==> src/rtl/alu_pkg.sv <==
// Shared definitions for the decode-to-execute boundary: ALU opcode
// encodings and the layout of the ID/EX pipeline register.
package alu_pkg;

  // Default datapath and register-index widths. id_ex_t is sized by these,
  // so the stage's N and RA_W parameters must keep these values.
  localparam int ID_N    = 32;
  localparam int ID_RA_W = 4;

  // ALU opcode encodings.
  localparam logic [3:0] OP_ADD = 4'd0;
  localparam logic [3:0] OP_SUB = 4'd1;
  localparam logic [3:0] OP_MUL = 4'd2;
  localparam logic [3:0] OP_MOD = 4'd3;
  localparam logic [3:0] OP_AND = 4'd4;
  localparam logic [3:0] OP_CAT = 4'd5;
  localparam logic [3:0] OP_SRL = 4'd8;
  localparam logic [3:0] OP_SLL = 4'd9;
  localparam logic [3:0] OP_NOP = OP_ADD;

  // Everything the EX stage remembers about one decoded instruction.
  typedef struct packed {
    logic                 valid;
    logic [3:0]           opcode;
    logic [ID_RA_W-1:0]   rs1;
    logic [ID_RA_W-1:0]   rs2;
    logic [ID_N-1:0]      rs1_data;
    logic [ID_N-1:0]      rs2_data;
    logic [ID_N-1:0]      imm;
    logic                 use_imm;
    logic [ID_RA_W-1:0]   rd;
    logic                 we;
    logic                 mem_read;
  } id_ex_t;

  // Turn an EX entry into a bubble. Operand fields are kept; they are
  // harmless once valid, we and mem_read are low.
  function automatic id_ex_t make_bubble(input id_ex_t e);
    id_ex_t b;
    b          = e;
    b.valid    = 1'b0;
    b.we       = 1'b0;
    b.mem_read = 1'b0;
    b.opcode   = OP_NOP;
    return b;
  endfunction

endpackage

==> src/rtl/fwd_unit.sv <==
// Operand forwarding mux for one source register: EX/MEM beats MEM/WB,
// which beats the register-file read data. Register 0 is always zero.
module fwd_unit #(
  parameter int N    = 32,
  parameter int RA_W = 4
) (
  input  logic [RA_W-1:0] rs_i,
  input  logic [N-1:0]    regdata_i,
  input  logic            exmem_we_i,
  input  logic [RA_W-1:0] exmem_rd_i,
  input  logic [N-1:0]    exmem_result_i,
  input  logic            memwb_we_i,
  input  logic [RA_W-1:0] memwb_rd_i,
  input  logic [N-1:0]    memwb_data_i,
  output logic [N-1:0]    val_o
);

  // Select the youngest producer of rs; r0 short-circuits to zero.
  always_comb begin
    // NOTE: assign a default first so every path drives val_o and no latch is inferred.
    val_o = regdata_i;
    if (rs_i == '0) begin
      val_o = '0;
    end else if (exmem_we_i && exmem_rd_i == rs_i) begin
      val_o = exmem_result_i;
    end else if (memwb_we_i && memwb_rd_i == rs_i) begin
      val_o = memwb_data_i;
    end
  end

endmodule

==> src/rtl/id_ex_stage.sv <==
// ID/EX pipeline register feeding the ALU. Handles operand forwarding,
// load-use bubbles, external stall/flush and bring-up issue/bubble counters.
module id_ex_stage
  import alu_pkg::*;
#(
  parameter int N     = ID_N,
  parameter int RA_W  = ID_RA_W,
  parameter int CNT_W = 16
) (
  input  logic             clk,
  input  logic             rst,
  input  logic             dec_valid,
  output logic             dec_ready,
  input  logic [3:0]       dec_opcode,
  input  logic [RA_W-1:0]  dec_rs1,
  input  logic [RA_W-1:0]  dec_rs2,
  input  logic [N-1:0]     dec_rs1_data,
  input  logic [N-1:0]     dec_rs2_data,
  input  logic [N-1:0]     dec_imm,
  input  logic             dec_use_imm,
  input  logic [RA_W-1:0]  dec_rd,
  input  logic             dec_we,
  input  logic             dec_mem_read,
  input  logic             stall,
  input  logic             flush,
  input  logic             exmem_we,
  input  logic [RA_W-1:0]  exmem_rd,
  input  logic [N-1:0]     exmem_result,
  input  logic             memwb_we,
  input  logic [RA_W-1:0]  memwb_rd,
  input  logic [N-1:0]     memwb_data,
  output logic             ex_valid,
  output logic [3:0]       alu_opcode,
  output logic [N-1:0]     alu_a,
  output logic [N-1:0]     alu_b,
  output logic [RA_W-1:0]  ex_rd,
  output logic             ex_we,
  output logic             ex_mem_read,
  output logic [N-1:0]     ex_store_data,
  output logic [CNT_W-1:0] issue_count,
  output logic [CNT_W-1:0] bubble_count
);

  id_ex_t            ex_q, ex_d;
  logic [CNT_W-1:0]  issue_q, issue_d;
  logic [CNT_W-1:0]  bubble_q, bubble_d;
  logic              load_use;
  logic [N-1:0]      fwd_rs1, fwd_rs2;

  // A load in EX whose destination is read by the instruction in decode.
  // rs2 only matters when operand B is not the immediate.
  always_comb begin
    load_use = ex_q.valid && ex_q.mem_read && (ex_q.rd != '0) && dec_valid &&
               ((ex_q.rd == dec_rs1) || ((ex_q.rd == dec_rs2) && !dec_use_imm));
  end

  assign dec_ready = !(stall || load_use);

  // Next-state selection: flush > stall > load-use bubble > load.
  always_comb begin
    ex_d     = ex_q;
    issue_d  = issue_q;
    bubble_d = bubble_q;
    if (flush) begin
      ex_d     = make_bubble(ex_q);
      bubble_d = bubble_q + 1'b1;
    end else if (stall) begin
      ex_d = ex_q;
    end else if (load_use) begin
      ex_d     = make_bubble(ex_q);
      bubble_d = bubble_q + 1'b1;
    end else begin
      ex_d.valid    = dec_valid;
      ex_d.opcode   = dec_opcode;
      ex_d.rs1      = dec_rs1;
      ex_d.rs2      = dec_rs2;
      ex_d.rs1_data = dec_rs1_data;
      ex_d.rs2_data = dec_rs2_data;
      ex_d.imm      = dec_imm;
      ex_d.use_imm  = dec_use_imm;
      ex_d.rd       = dec_rd;
      ex_d.we       = dec_we && dec_valid;
      ex_d.mem_read = dec_mem_read && dec_valid;
      if (dec_valid) begin
        issue_d = issue_q + 1'b1;
      end
    end
  end

  // Pipeline register and counters with synchronous reset.
  always_ff @(posedge clk) begin
    // NOTE: non-blocking assignments so every register samples pre-edge values.
    if (rst) begin
      ex_q     <= '0;
      issue_q  <= '0;
      bubble_q <= '0;
    end else begin
      ex_q     <= ex_d;
      issue_q  <= issue_d;
      bubble_q <= bubble_d;
    end
  end

  fwd_unit #(.N(N), .RA_W(RA_W)) u_fwd_rs1 (
    .rs_i           (ex_q.rs1),
    .regdata_i      (ex_q.rs1_data),
    .exmem_we_i     (exmem_we),
    .exmem_rd_i     (exmem_rd),
    .exmem_result_i (exmem_result),
    .memwb_we_i     (memwb_we),
    .memwb_rd_i     (memwb_rd),
    .memwb_data_i   (memwb_data),
    .val_o          (fwd_rs1)
  );

  fwd_unit #(.N(N), .RA_W(RA_W)) u_fwd_rs2 (
    .rs_i           (ex_q.rs2),
    .regdata_i      (ex_q.rs2_data),
    .exmem_we_i     (exmem_we),
    .exmem_rd_i     (exmem_rd),
    .exmem_result_i (exmem_result),
    .memwb_we_i     (memwb_we),
    .memwb_rd_i     (memwb_rd),
    .memwb_data_i   (memwb_data),
    .val_o          (fwd_rs2)
  );

  assign ex_valid      = ex_q.valid;
  assign alu_opcode    = ex_q.opcode;
  assign alu_a         = fwd_rs1;
  assign alu_b         = ex_q.use_imm ? ex_q.imm : fwd_rs2;
  assign ex_store_data = fwd_rs2;
  assign ex_rd         = ex_q.rd;
  assign ex_we         = ex_q.we;
  assign ex_mem_read   = ex_q.mem_read;
  assign issue_count   = issue_q;
  assign bubble_count  = bubble_q;

endmodule

==> config.mk <==
export PLATFORM = sky130hd
export DESIGN_NAME = id_ex_stage
export DESIGN_NICKNAME = d
export VERILOG_FILES = /design/src/rtl/alu_pkg.sv /design/src/rtl/fwd_unit.sv /design/src/rtl/id_ex_stage.sv
export SDC_FILE = /design/constraint.sdc
export NUM_CORES = 1
export LEC_CHECK = 0
export ABC_AREA = 1
export CAP_MARGIN = 10
export CORE_MARGIN = 1.5
export CORE_UTILIZATION = 50
export CTS_CLUSTER_DIAMETER = 40
export DETAILED_ROUTE_END_ITERATION = 16
export PLACE_DENSITY = 0.86
export SLEW_MARGIN = 20
export SYNTH_ARGS = -nofsm -noshare
export SYNTH_HDL_FRONTEND = slang
export SYNTH_SLANG_ARGS = --single-unit
export TNS_END_PERCENT = 50
==> constraint.sdc <==
create_clock -name clk -period 4.7 [get_ports clk]
set_clock_uncertainty 0.05 [all_clocks]
set_input_delay 0.705 -clock clk [delete_from_list [all_inputs] [get_ports clk]]
set_output_delay 0.705 -clock clk [all_outputs]
set_load 0.05 [all_outputs]
==> impl_summary.txt, run 1 <==
----------------------------------------------------
[Yosys]
  Count of distinct cell types in the synthesized netlist ... 31
  Flip-flop and latch count after synthesis ... between 100 and 150
  Warnings from Yosys ... 0
  Register area share after synthesis ... 0.310
  Area of the mapped netlist ... 9570 sq um
  Syn_nets ... 1914
  Average cell area after synthesis ... 5.57 sq um
  Cell count after synthesis ... approximately 1700

[STA]
  Setup Total Neg Slack ... 0 ns
  Count of final max-slew check failures ... 0
  Slew at the pin closest to its max-slew limit ... 0.933 ns
  Max Clk Rate ... 0.261 GHz
  Total of endpoints with negative setup slack in the final report ... 0
  Max_slew headroom ... 0.373
  Hold Fails Final Rpt ... 0
  Share of the clock period used by the worst path after layout ... 0.815
  Min cycle time layout ... 3.83 ns
  RSZ-0062 raised after global routing ... no

[CTS]
  Post-CTS Hold Fix Bufs ... 0
  TritonCTS buffer count ... 17
  Post-CTS Setup Inserts ... 0
  Post-cts sizing count ... 0
  Sinks on Clock Net ... around 150
  Maximum level of the CTS H-tree ... 4
  Clock-pin slew of the registers on the worst-case setup and hold paths ... about 0.060 ns
  Library cell used as clock root buffer ... sky130_fd_sc_hd__clkbuf_16
  Clock latency of the later-clocked register in the worst-skew pair ... 0.42 ns
  Clock tree from TritonCTS ... built
  Maximum count of clock buffers along a single path ... 2

[Layout]
  Commonest non-fill, non-tap cell in the layout ... sky130_fd_sc_hd__nand2_1
  Post-Route Utilization ... 0.709
  Layout Area Growth over Synthesis ... 39.0%
  Ratio of cells with drive above 1 in the final layout ... 0.0657
  Nets@finish ... 2178
  Commonest cells after routing, fill and taps aside ... sky130_fd_sc_hd__nand2_1 (530), sky130_fd_sc_hd__nor2_1 (413), sky130_fd_sc_hd__clkdlybuf4s50_1 (263), sky130_fd_sc_hd__inv_1 (257), sky130_fd_sc_hd__dfxtp_1 (148)
  Final standard cell area without fillers ... 13300 sq um

[Critical path]
  Critical R2R Capture ... ex_q[57]$_SDFFE_PP0P_
  CP arrival ... ~3 ns
  Required @ worst endpoint ... 3.94 ns
  Category of the worst setup path capture point ... output pin
  Reg2reg setup slack ... 2.26 ns
  Sort of element at the start of the critical path ... input pin
  Count of cells along the worst register-to-register path ... 12
  Startpoint of the worst-slack reg-to-reg timing path ... ex_rd[0]$_SDFFE_PP0P_
  Crit Path Category ... input pin to output pin
  Worst-path maximum fanout ... 64

[GRT]
  Aggregate global-route resource usage ... 0.320
  Maximum number of pins on one net before global-route repair ... 219
  Leftover overflow at the end of global routing ... 0
  Layer with the highest usage ... met2
  Wire length of the first global-routing pass ... 51.4 mm
  Met3 capacity usage during global routing ... 0.0702
  GRT met1 Usage ... 0.368
  GR Util met2 ... 0.561
  Initial antenna violation count ... 2
  Number of global-route vias before repair ... 10700

[Placement]
  Post-Place Cell Area ... about 13000 sq um
  Routability Congestion ... 0.953
  Quantity of I/O buffers inserted on ports ... 333
  Detailed-placement wirelength estimate ... 22.8 mm

[Hold path]
  Min-Delay Path Class ... flip-flop to flip-flop
  Cell depth of the worst hold path ... 2
  Worst hold path startpoint ... alu_opcode[0]$_SDFFE_PP0N_
  Hold path endpoint ... alu_opcode[0]$_SDFFE_PP0N_

[Floorplanning]
  Std-Cell Core Area ... 18800 sq um
  Row cnt ... 50
  Area of the die ... 20000 sq um
  Die width ... 141 microns
  Count of pins on the block boundary ... 334
  Die Span Y ... 141 microns
  Initial core utilization ... 0.510

[Routing]
  Via/cell ratio ... 5.09
  DR pass1 iterations ... 5
  Number of DRC markers in iteration 0 ... 777
  Per-cell routed wire length ... 14.6 microns
  Post-route ant nets ... 0
  Count of unresolved DRC violations after routing ... 0
  Vias after detailed routing ... 11400
  Routed wire length ... 32.6 mm

[Run]
  Max cap viols ... 0

[Status]
  Status ... finished, final reports clean

[Pwr]
  Proportion of power drawn by the clock network ... 0.332
  Max VDD drop ... between 0.0002 and 0.00025 V
  Switching Share ... 0.361
  Leak pwr ... slightly below 7 nW
  Pint ... 2.54 mW
  Cell Pwr Density ... approximately 300 nW/um^2
  Share of power burned in combinational logic ... 0.317
  Share of total power in sequential cells ... 0.351
  Switching power ... ~1.4 mW

----------------------------------------------------
-- per-layer routing --
layer  vias up  wire, microns
met1      5002          12700
met4         0           1480
met3       108           2900
li1       5700              -
met5         -              0
met2       547          15500
-- cell families (layout without fill, tap and decap cells) --
family	Yosys count	in the layout	synth area share
other	0	2	0
and+or+nand+nor	1114	1114	0.470
buffers and inverters	366	643	0.155
adders and majority gates	2	2	0.00261
AOI/OAI and AO/OA	70	70	0.0464
xor gates and xnor gates	18	18	0.0165
DFF	148	148	0.310
-- Yosys cell counts, drive strengths merged --
cell type / number / area, sq um
nor2: 413 / 1550
inv: 263 / 987
o211ai: 32 / 240
nand4: 51 / 319
o21ai: 7 / 35.0
o22ai: 7 / 43.8
nand3b: 2 / 15.0
buf: 63 / 347
a31oi: 1 / 6.26
ha: 2 / 25.0
nand3: 101 / 516
a21oi: 23 / 119
clkinv: 2 / 7.51
dfxtp: 148 / 2960
xor2: 13 / 114
clkbuf: 38 / 143
nand2: 532 / 2010
nor4: 2 / 18.8
nor3: 13 / 70.1
xnor2: 5 / 43.8
-- power by group through the flow --
stage | combinational, mW | clock [mW] | sequential, mW
finish | 1.26 | 1.32 | 1.39
global route | 1.36 | 1.38 | 1.40
CTS | 1.25 | 1.33 | 1.39
detailed placement | 1.24 | 0 | 1.42
global placement | 1.23 | 0 | 1.42
floorplan | 0.750 | 0 | 1.44
-- state kept, by name (all words and copies together) (netlist names) --
signal        count
bubble_count     16
ex_we             1
issue_count      16
alu_opcode        4
ex_q            105
ex_valid          1
ex_mem_read       1
ex_rd             4
-- worst max path at each step --
stage           startpoint   endpoint  slack (ns)  cells after the start
6_report       memwb_rd[0]   alu_a[4]        0.87                     11
5_1_grt        exmem_rd[3]  alu_a[13]        0.76                     11
4_1_cts        memwb_rd[0]   alu_a[4]        0.91                     11
3_5_place_dp   memwb_rd[0]   alu_a[4]        0.92                     11
3_3_place_gp   memwb_rd[0]  alu_a[31]        0.98                     11
2_1_floorplan  memwb_rd[0]  alu_b[21]        1.98                      8
-- critical path: stages --
cell	delay [ns]
sky130_fd_sc_hd__clkdlybuf4s50_1	0.50
sky130_fd_sc_hd__inv_1	0.07
sky130_fd_sc_hd__o22ai_1	0.15
sky130_fd_sc_hd__nor2_1	0.06
sky130_fd_sc_hd__nand3b_1	0.13
sky130_fd_sc_hd__buf_12	0.29
sky130_fd_sc_hd__nand2_1	0.09
sky130_fd_sc_hd__o211ai_1	0.09
sky130_fd_sc_hd__nand2_1	0.07
sky130_fd_sc_hd__inv_1	0.06
sky130_fd_sc_hd__clkdlybuf4s50_1	0.80
-- through the flow --
stage	power (mW)	setup WS [ns]	hold WS [ns]	cells
final	3.97	0.868	0.422	2231
after CTS	3.97	0.908	0.422	2229
after global routing	4.14	0.755	0.454	2230
after global placement	2.64	0.981	0.403	2197
after detailed placement	2.66	0.921	0.412	2197
after floorplan	2.19	1.98	0.396	1718
-- area by class of cell --
| class | instances | area [sq um] |
|---|---|---|
| Clock buffer | 18 | 439 |
| Fill cell | 1639 | 5470 |
| Timing Repair Buffer | 346 | 3310 |
| Clock inverter | 14 | 131 |
| Antenna cell | 2 | 5.00 |
| Inverter | 265 | 997 |
| Multi-Input combinational cell | 1204 | 5160 |
| Tap cell | 234 | 293 |
| Sequential cell | 148 | 2960 |
Note: power is estimated with default switching activity, not from simulation.
==> run 2, diff against run 1 <==
Settings changed: CORE_UTILIZATION 50 to 42, PLACE_DENSITY 0.86 to 0.77.
Clock period 4.7 ns to 3.5 ns, I/O delays scaled along.
==> run 2 against run 1 <==
Sequential share of layout area shrank 0.85 points. Total power grew 38%. Sequential power grew 35%. Die area grew 19%. Clock power grew 39%. Non-clock buffer count grew 10. Final cell count grew 2.7%. Routed wire length grew 1.3%. Core utilization shrank 9.4 points. Highest routed layer is now met5.
==> impl_summary.txt, run 2 (synthesized netlist as in run 1, its figures left out) <==
----------------------------------------------------
[CTS]
  Maximum level of the CTS H-tree ... 4
  Clock-pin slew of the registers on the worst-case setup and hold paths ... 0.07 ns
  TritonCTS buffer count ... 17
  Clock tree from TritonCTS ... built
  Clock latency of the later-clocked register in the worst-skew pair ... 0.42 ns
  Post-cts sizing count ... 0
  Maximum count of clock buffers along a single path ... 2
  Sinks on Clock Net ... 148
  Post-CTS Hold Fix Bufs ... 0
  Post-CTS Setup Inserts ... 0
  Library cell used as clock root buffer ... sky130_fd_sc_hd__clkbuf_16

[Floorplanning]
  Initial core utilization ... 0.425
  Std-Cell Core Area ... 22500 sq um
  Die Span Y ... 154 microns
  Row cnt ... 55
  Area of the die ... 23700 sq um
  Die width ... ~150 microns
  Count of pins on the block boundary ... 334

[GRT]
  Initial antenna violation count ... 5
  Aggregate global-route resource usage ... 0.275
  Wire length of the first global-routing pass ... 52.2 mm
  Number of global-route vias before repair ... 10500
  Leftover overflow at the end of global routing ... 0
  Maximum number of pins on one net before global-route repair ... approximately 110

[Critical path]
  Sort of element at the start of the critical path ... input pin
  Startpoint of the worst-slack reg-to-reg timing path ... ex_rd[3]$_SDFFE_PP0P_
  CP arrival ... 2.62 ns
  Category of the worst setup path capture point ... output pin
  Crit Path Category ... input pin to output pin
  Required @ worst endpoint ... 2.92 ns
  Reg2reg setup slack ... ~1.3 ns
  Worst-path maximum fanout ... 50
  Count of cells along the worst register-to-register path ... 12
  Critical R2R Capture ... ex_q[87]$_SDFFE_PP0P_

[STA]
  Setup Total Neg Slack ... 0 ns
  Share of the clock period used by the worst path after layout ... 0.912
  Hold Fails Final Rpt ... 0
  Total of endpoints with negative setup slack in the final report ... 0
  Count of final max-slew check failures ... 0
  RSZ-0062 raised after global routing ... no
  Max_slew headroom ... 0.575
  Min cycle time layout ... 3.19 ns
  Max Clk Rate ... around 0.31 GHz
  Slew at the pin closest to its max-slew limit ... 0.634 ns

[Placement]
  Post-Place Cell Area ... 13200 sq um
  Routability Congestion ... 0.937
  Quantity of I/O buffers inserted on ports ... around 330
  Detailed-placement wirelength estimate ... 24.0 mm

[Routing]
  DR pass1 iterations ... 5
  Vias after detailed routing ... 11300
  Number of DRC markers in iteration 0 ... 743
  Per-cell routed wire length ... 14.4 microns
  Post-route ant nets ... 0
  Via/cell ratio ... 4.94
  Routed wire length ... between 30 and 40 mm
  Count of unresolved DRC violations after routing ... 0

[Hold path]
  Hold path endpoint ... alu_opcode[0]$_SDFFE_PP0N_
  Worst hold path startpoint ... alu_opcode[0]$_SDFFE_PP0N_
  Min-Delay Path Class ... flip-flop to flip-flop
  Cell depth of the worst hold path ... 2

[Layout]
  Largest register by flop count ... ex_q
  Layout Area Growth over Synthesis ... 44.5%
  Post-Route Utilization ... 0.615
  Multi-input logic area ... 5170 sq um
  Flip-flop count of the largest register after layout ... 105
  Final standard cell area without fillers ... 13800 sq um
  Area used by sequential logic in the layout ... 2960 sq um
  Commonest cells after routing, fill and taps aside ... sky130_fd_sc_hd__nand2_1 (530), sky130_fd_sc_hd__nor2_1 (413), sky130_fd_sc_hd__inv_1 (257), sky130_fd_sc_hd__clkdlybuf4s50_1 (237), sky130_fd_sc_hd__dfxtp_1 (147)
  Ratio of cells with drive above 1 in the final layout ... 0.0843
  Commonest non-fill, non-tap cell in the layout ... sky130_fd_sc_hd__nand2_1
  Nets@finish ... around 2200
  Count of fill cells added during filler insertion ... 2165

[Pwr]
  Max VDD drop ... 0.000302 V
  Overall power consumption ... 5.49 mW
  Share of total power in sequential cells ... 0.340
  Cell Pwr Density ... 397 nW/um^2
  Share of power burned in combinational logic ... 0.325
  Pint ... 3.49 mW
  Proportion of power drawn by the clock network ... 0.335
  Switching Share ... 0.364
  Leak pwr ... 7.19 nW
  Switching power ... 2.00 mW

[Status]
  Status ... finished, final reports clean

[Run]
  Max cap viols ... 0

----------------------------------------------------
[run 2: cell count changes in the layout (fill, tap and decap cells not counted), sizes merged]
cell | previous run | this run
clkinv | 8 | 5
inv | 266 | 272
clkdlybuf4s50 | 263 | 237
clkinvlp | 4 | 2
clkbuf | 18 | 17
buf | 83 | 119
[run 2: area by class of cell]
cell class	instances	area share
inverters	265	0.0721
flip-flops and latches	148	0.214
clock inverters	15	0.0116
well taps	285	0.0258
clock buffers	17	0.0308
multi-input cells	1204	0.374
diodes	2	0.000362
repair buffers	356	0.271
[run 2: stage by stage]
stage	setup WS (ns)	hold slack, ns	cells
floorplan	1.14	0.396	1718
global placement	0.330	0.404	2258
detailed placement	0.302	0.417	2258
CTS	0.299	0.427	2290
global route	0.140	0.435	2292
finish	0.307	0.422	2292
[run 2: how the worst max path moves through the flow]
stage                startpoint         to  cells past startpoint
floorplan           memwb_rd[0]  alu_b[21]                      8
global placement    memwb_rd[0]   alu_a[0]                     11
detailed placement  memwb_rd[0]   alu_a[0]                     11
CTS                 memwb_rd[0]   alu_a[0]                     11
global route        memwb_rd[0]   alu_a[0]                     11
finish              memwb_rd[0]  alu_a[17]                     11
[run 2: critical path, stage by stage]
cell and delay [ns]:
sky130_fd_sc_hd__clkdlybuf4s50_1 0.53, sky130_fd_sc_hd__inv_1 0.08, sky130_fd_sc_hd__o22ai_1 0.15, sky130_fd_sc_hd__nor2_1 0.05
sky130_fd_sc_hd__nand3b_1 0.37, sky130_fd_sc_hd__buf_12 0.30, sky130_fd_sc_hd__nand2_1 0.11, sky130_fd_sc_hd__o211ai_1 0.10
sky130_fd_sc_hd__nand2_1 0.11, sky130_fd_sc_hd__inv_1 0.11, sky130_fd_sc_hd__buf_12 0.14
[run 2: metal layers]
metal | vias to the layer above | wire length, microns | track usage
li1 | 5721 | - | -
met4 | 4 | 1180 | 0.122
met1 | 5018 | 13500 | 0.327
met5 | - | 27 | 0
met2 | 500 | 15500 | 0.469
met3 | 84 | 2790 | 0.0654
[run 2: power by group through the flow]
stage	registers [mW]	logic, mW	clock network, mW
after floorplan	1.94	1.01	0
after global placement	1.90	1.76	0
after detailed placement	1.90	1.78	0
after CTS	1.87	1.78	1.87
after global routing	1.88	1.92	1.95
final	1.87	1.78	1.84
==> run 3, diff against run 2 <==
Settings changed: CTS_CLUSTER_DIAMETER 40 to not set, SETUP_SLACK_MARGIN set to 0.4.
==> run 3 against run 2 <==
Critical path type unchanged. Worst setup slack better by 0.24 ns. Non-clock buffer count grew 8. Largest power group unchanged. Via count rose by 0.23%. Register-to-register slack about the same. First-iteration DRC count down 4.7%. Largest cell class unchanged. Sequential share of layout area shrank 0.19 points. Critical path depth is the same.
==> impl_summary.txt, run 3 (synthesized netlist as in run 1, its figures left out) <==
----------------------------------------------------
[Status]
  Status ... finished, final reports clean

[CTS]
  Clock-pin slew of the registers on the worst-case setup and hold paths ... 0.07 ns
  Maximum count of clock buffers along a single path ... 2
  Post-CTS Hold Fix Bufs ... 0
  Sinks on Clock Net ... 148
  Maximum level of the CTS H-tree ... 4
  TritonCTS buffer count ... 17
  Clock latency of the later-clocked register in the worst-skew pair ... approximately 0.42 ns
  Clock tree from TritonCTS ... built
  Library cell used as clock root buffer ... sky130_fd_sc_hd__clkbuf_16

[STA]
  Setup Total Neg Slack ... 0 ns
  Min cycle time layout ... between 2 and 3 ns
  Hold Fails Final Rpt ... 0
  Max_slew headroom ... 0.579
  Hold slack ... 0.422 ns
  Count of final max-slew check failures ... 0
  Max Clk Rate ... 0.339 GHz
  Total of endpoints with negative setup slack in the final report ... 0
  RSZ-0062 raised after global routing ... no
  Slew at the pin closest to its max-slew limit ... 0.627 ns
  Share of the clock period used by the worst path after layout ... 0.843

[Critical path]
  Worst-path maximum fanout ... 32
  Category of the worst setup path capture point ... output pin
  Sort of element at the start of the critical path ... input pin
  CP arrival ... 2.38 ns
  Crit Path Category ... input pin to output pin
  Required @ worst endpoint ... 2.92 ns

[GRT]
  Number of global-route vias before repair ... around 11000
  Wire length of the first global-routing pass ... 52.2 mm
  Maximum number of pins on one net before global-route repair ... 113
  Initial antenna violation count ... 5
  Leftover overflow at the end of global routing ... 0
  Aggregate global-route resource usage ... 0.275

[Hold path]
  Min-Delay Path Class ... flip-flop to flip-flop

[Layout]
  Largest register by flop count ... ex_q
  Commonest non-fill, non-tap cell in the layout ... sky130_fd_sc_hd__nand2_1
  Commonest cells after routing, fill and taps aside ... sky130_fd_sc_hd__nand2_1 (530), sky130_fd_sc_hd__nor2_1 (413), sky130_fd_sc_hd__inv_1 (257), sky130_fd_sc_hd__clkdlybuf4s50_1 (236), sky130_fd_sc_hd__dfxtp_1 (147)
  Ratio of cells with drive above 1 in the final layout ... 0.0879
  Count of fill cells added during filler insertion ... 2160
  Flip-flop count of the largest register after layout ... 105
  Layout Area Growth over Synthesis ... 45.9%
  Area used by sequential logic in the layout ... approximately 3000 sq um
  Final standard cell area without fillers ... ~14000 sq um
  Multi-input logic area ... 5180 sq um
  Nets@finish ... 2196

[Pwr]
  Cell Pwr Density ... about 390 nW/um^2
  Pint ... 3.50 mW
  Leak pwr ... 7.25 nW
  Share of total power in sequential cells ... 0.339
  Switching power ... 2.01 mW
  Share of power burned in combinational logic ... 0.327
  Proportion of power drawn by the clock network ... 0.334
  Max VDD drop ... between 0.0003 and 0.0004 V
  Switching Share ... 0.365

[Routing]
  Via/cell ratio ... roughly 5
  Per-cell routed wire length ... about 15 microns
  Vias after detailed routing ... 11400
  Count of unresolved DRC violations after routing ... 0
  Routed wire length ... 34.0 mm
  DR pass1 iterations ... 5
  Number of DRC markers in iteration 0 ... approximately 710
  Post-route ant nets ... 0

[Floorplanning]
  Count of pins on the block boundary ... 334
  Initial core utilization ... 0.425
  Area of the die ... between 20000 and 25000 sq um
  Std-Cell Core Area ... 22500 sq um
  Die Span Y ... around 150 microns
  Die width ... 154 microns
  Row cnt ... 55

[Placement]
  Quantity of I/O buffers inserted on ports ... 333
  Post-Place Cell Area ... 13200 sq um
  Routability Congestion ... 0.937
  Detailed-placement wirelength estimate ... 24.0 mm

[Run]
  Max cap viols ... 0

----------------------------------------------------
==> run 3: cell count changes in the layout (fill, tap and decap cells not counted), sizes merged <==
cell / previous run / this run
buf: 119 / 124
dlygate4sd2: 0 / 1
clkdlybuf4s50: 237 / 236
clkbuf: 17 / 20
==> run 3: path summary, 6_finish.rpt <==
| path | end | from | depth (start not counted) | slack (ns) |
|---|---|---|---|---|
| worst max register to register | ex_q[31]$_SDFFE_PP0P_ | ex_rd[3]$_SDFFE_PP0P_ | 11 | 1.34 |
| worst max-delay path | alu_b[2] | memwb_rd[1] | 11 | 0.55 |
| worst min register to register | alu_opcode[0]$_SDFFE_PP0N_ | alu_opcode[0]$_SDFFE_PP0N_ | 2 | 0.42 |
| worst min-delay path | alu_opcode[0]$_SDFFE_PP0N_ | alu_opcode[0]$_SDFFE_PP0N_ | 2 | 0.42 |
==> run 3: layout make-up <==
| type | count | area share |
|---|---|---|
| Sequential cell | 148 | 0.212 |
| Clock inverter | 15 | 0.0115 |
| Inverter | 265 | 0.0714 |
| Tap cell | 285 | 0.0255 |
| Antenna cell | 2 | 0.000359 |
| Clock buffer | 17 | 0.0305 |
| Timing Repair Buffer | 364 | 0.277 |
| Multi-Input combinational cell | 1204 | 0.371 |
==> run 3: layer usage <==
layer | track usage | wire [microns] | vias to the layer above | part of all wire
met2 | 0.469 | 16000 | 480 | 0.47
met3 | 0.0654 | 2790 | 81 | 0.082
met4 | 0.123 | 1150 | 4 | 0.034
li1 | - | - | 5737 | -
met5 | 0 | 27 | - | 0.00079
met1 | 0.327 | 14000 | 5051 | 0.41
==> run 3: power by group through the flow <==
| stage | logic, mW | registers (mW) | clock network (mW) |
|---|---|---|---|
| finish | 1.80 | 1.87 | 1.84 |
| global route | 1.93 | 1.88 | 1.95 |
| CTS | 1.79 | 1.87 | 1.87 |
| detailed placement | 1.78 | 1.90 | 0 |
| global placement | 1.76 | 1.90 | 0 |
| floorplan | 1.01 | 1.94 | 0 |
==> run 3: stage by stage <==
stage          utilization  power, mW  instances  setup slack [ns]
6_report             0.620       5.51       2300             0.548
5_1_grt              0.620       5.76       2300             0.410
4_1_cts              0.615       5.52       2291             0.480
3_5_place_dp         0.588       3.68       2258             0.302
3_3_place_gp         0.588       3.66       2258             0.330
2_1_floorplan            -       2.95       1718              1.14
==> run 3: worst max-delay path, cell delays in order <==
cell,delay [ns]
sky130_fd_sc_hd__clkdlybuf4s50_1,0.52
sky130_fd_sc_hd__inv_1,0.07
sky130_fd_sc_hd__o22ai_1,0.20
sky130_fd_sc_hd__inv_1,0.10
sky130_fd_sc_hd__nand3_2,0.10
sky130_fd_sc_hd__buf_12,0.19
sky130_fd_sc_hd__nand2_1,0.12
sky130_fd_sc_hd__nand3_1,0.13
sky130_fd_sc_hd__nand3_1,0.11
sky130_fd_sc_hd__nand2_1,0.08
sky130_fd_sc_hd__buf_4,0.19
==> run 3: repair_timing <==
action	4_1_cts	5_1_grt
pin swaps	0	1
resized for setup	2	2
buffers inserted	1	4
endpoints found under the setup margin	23	28
cloned	0	3
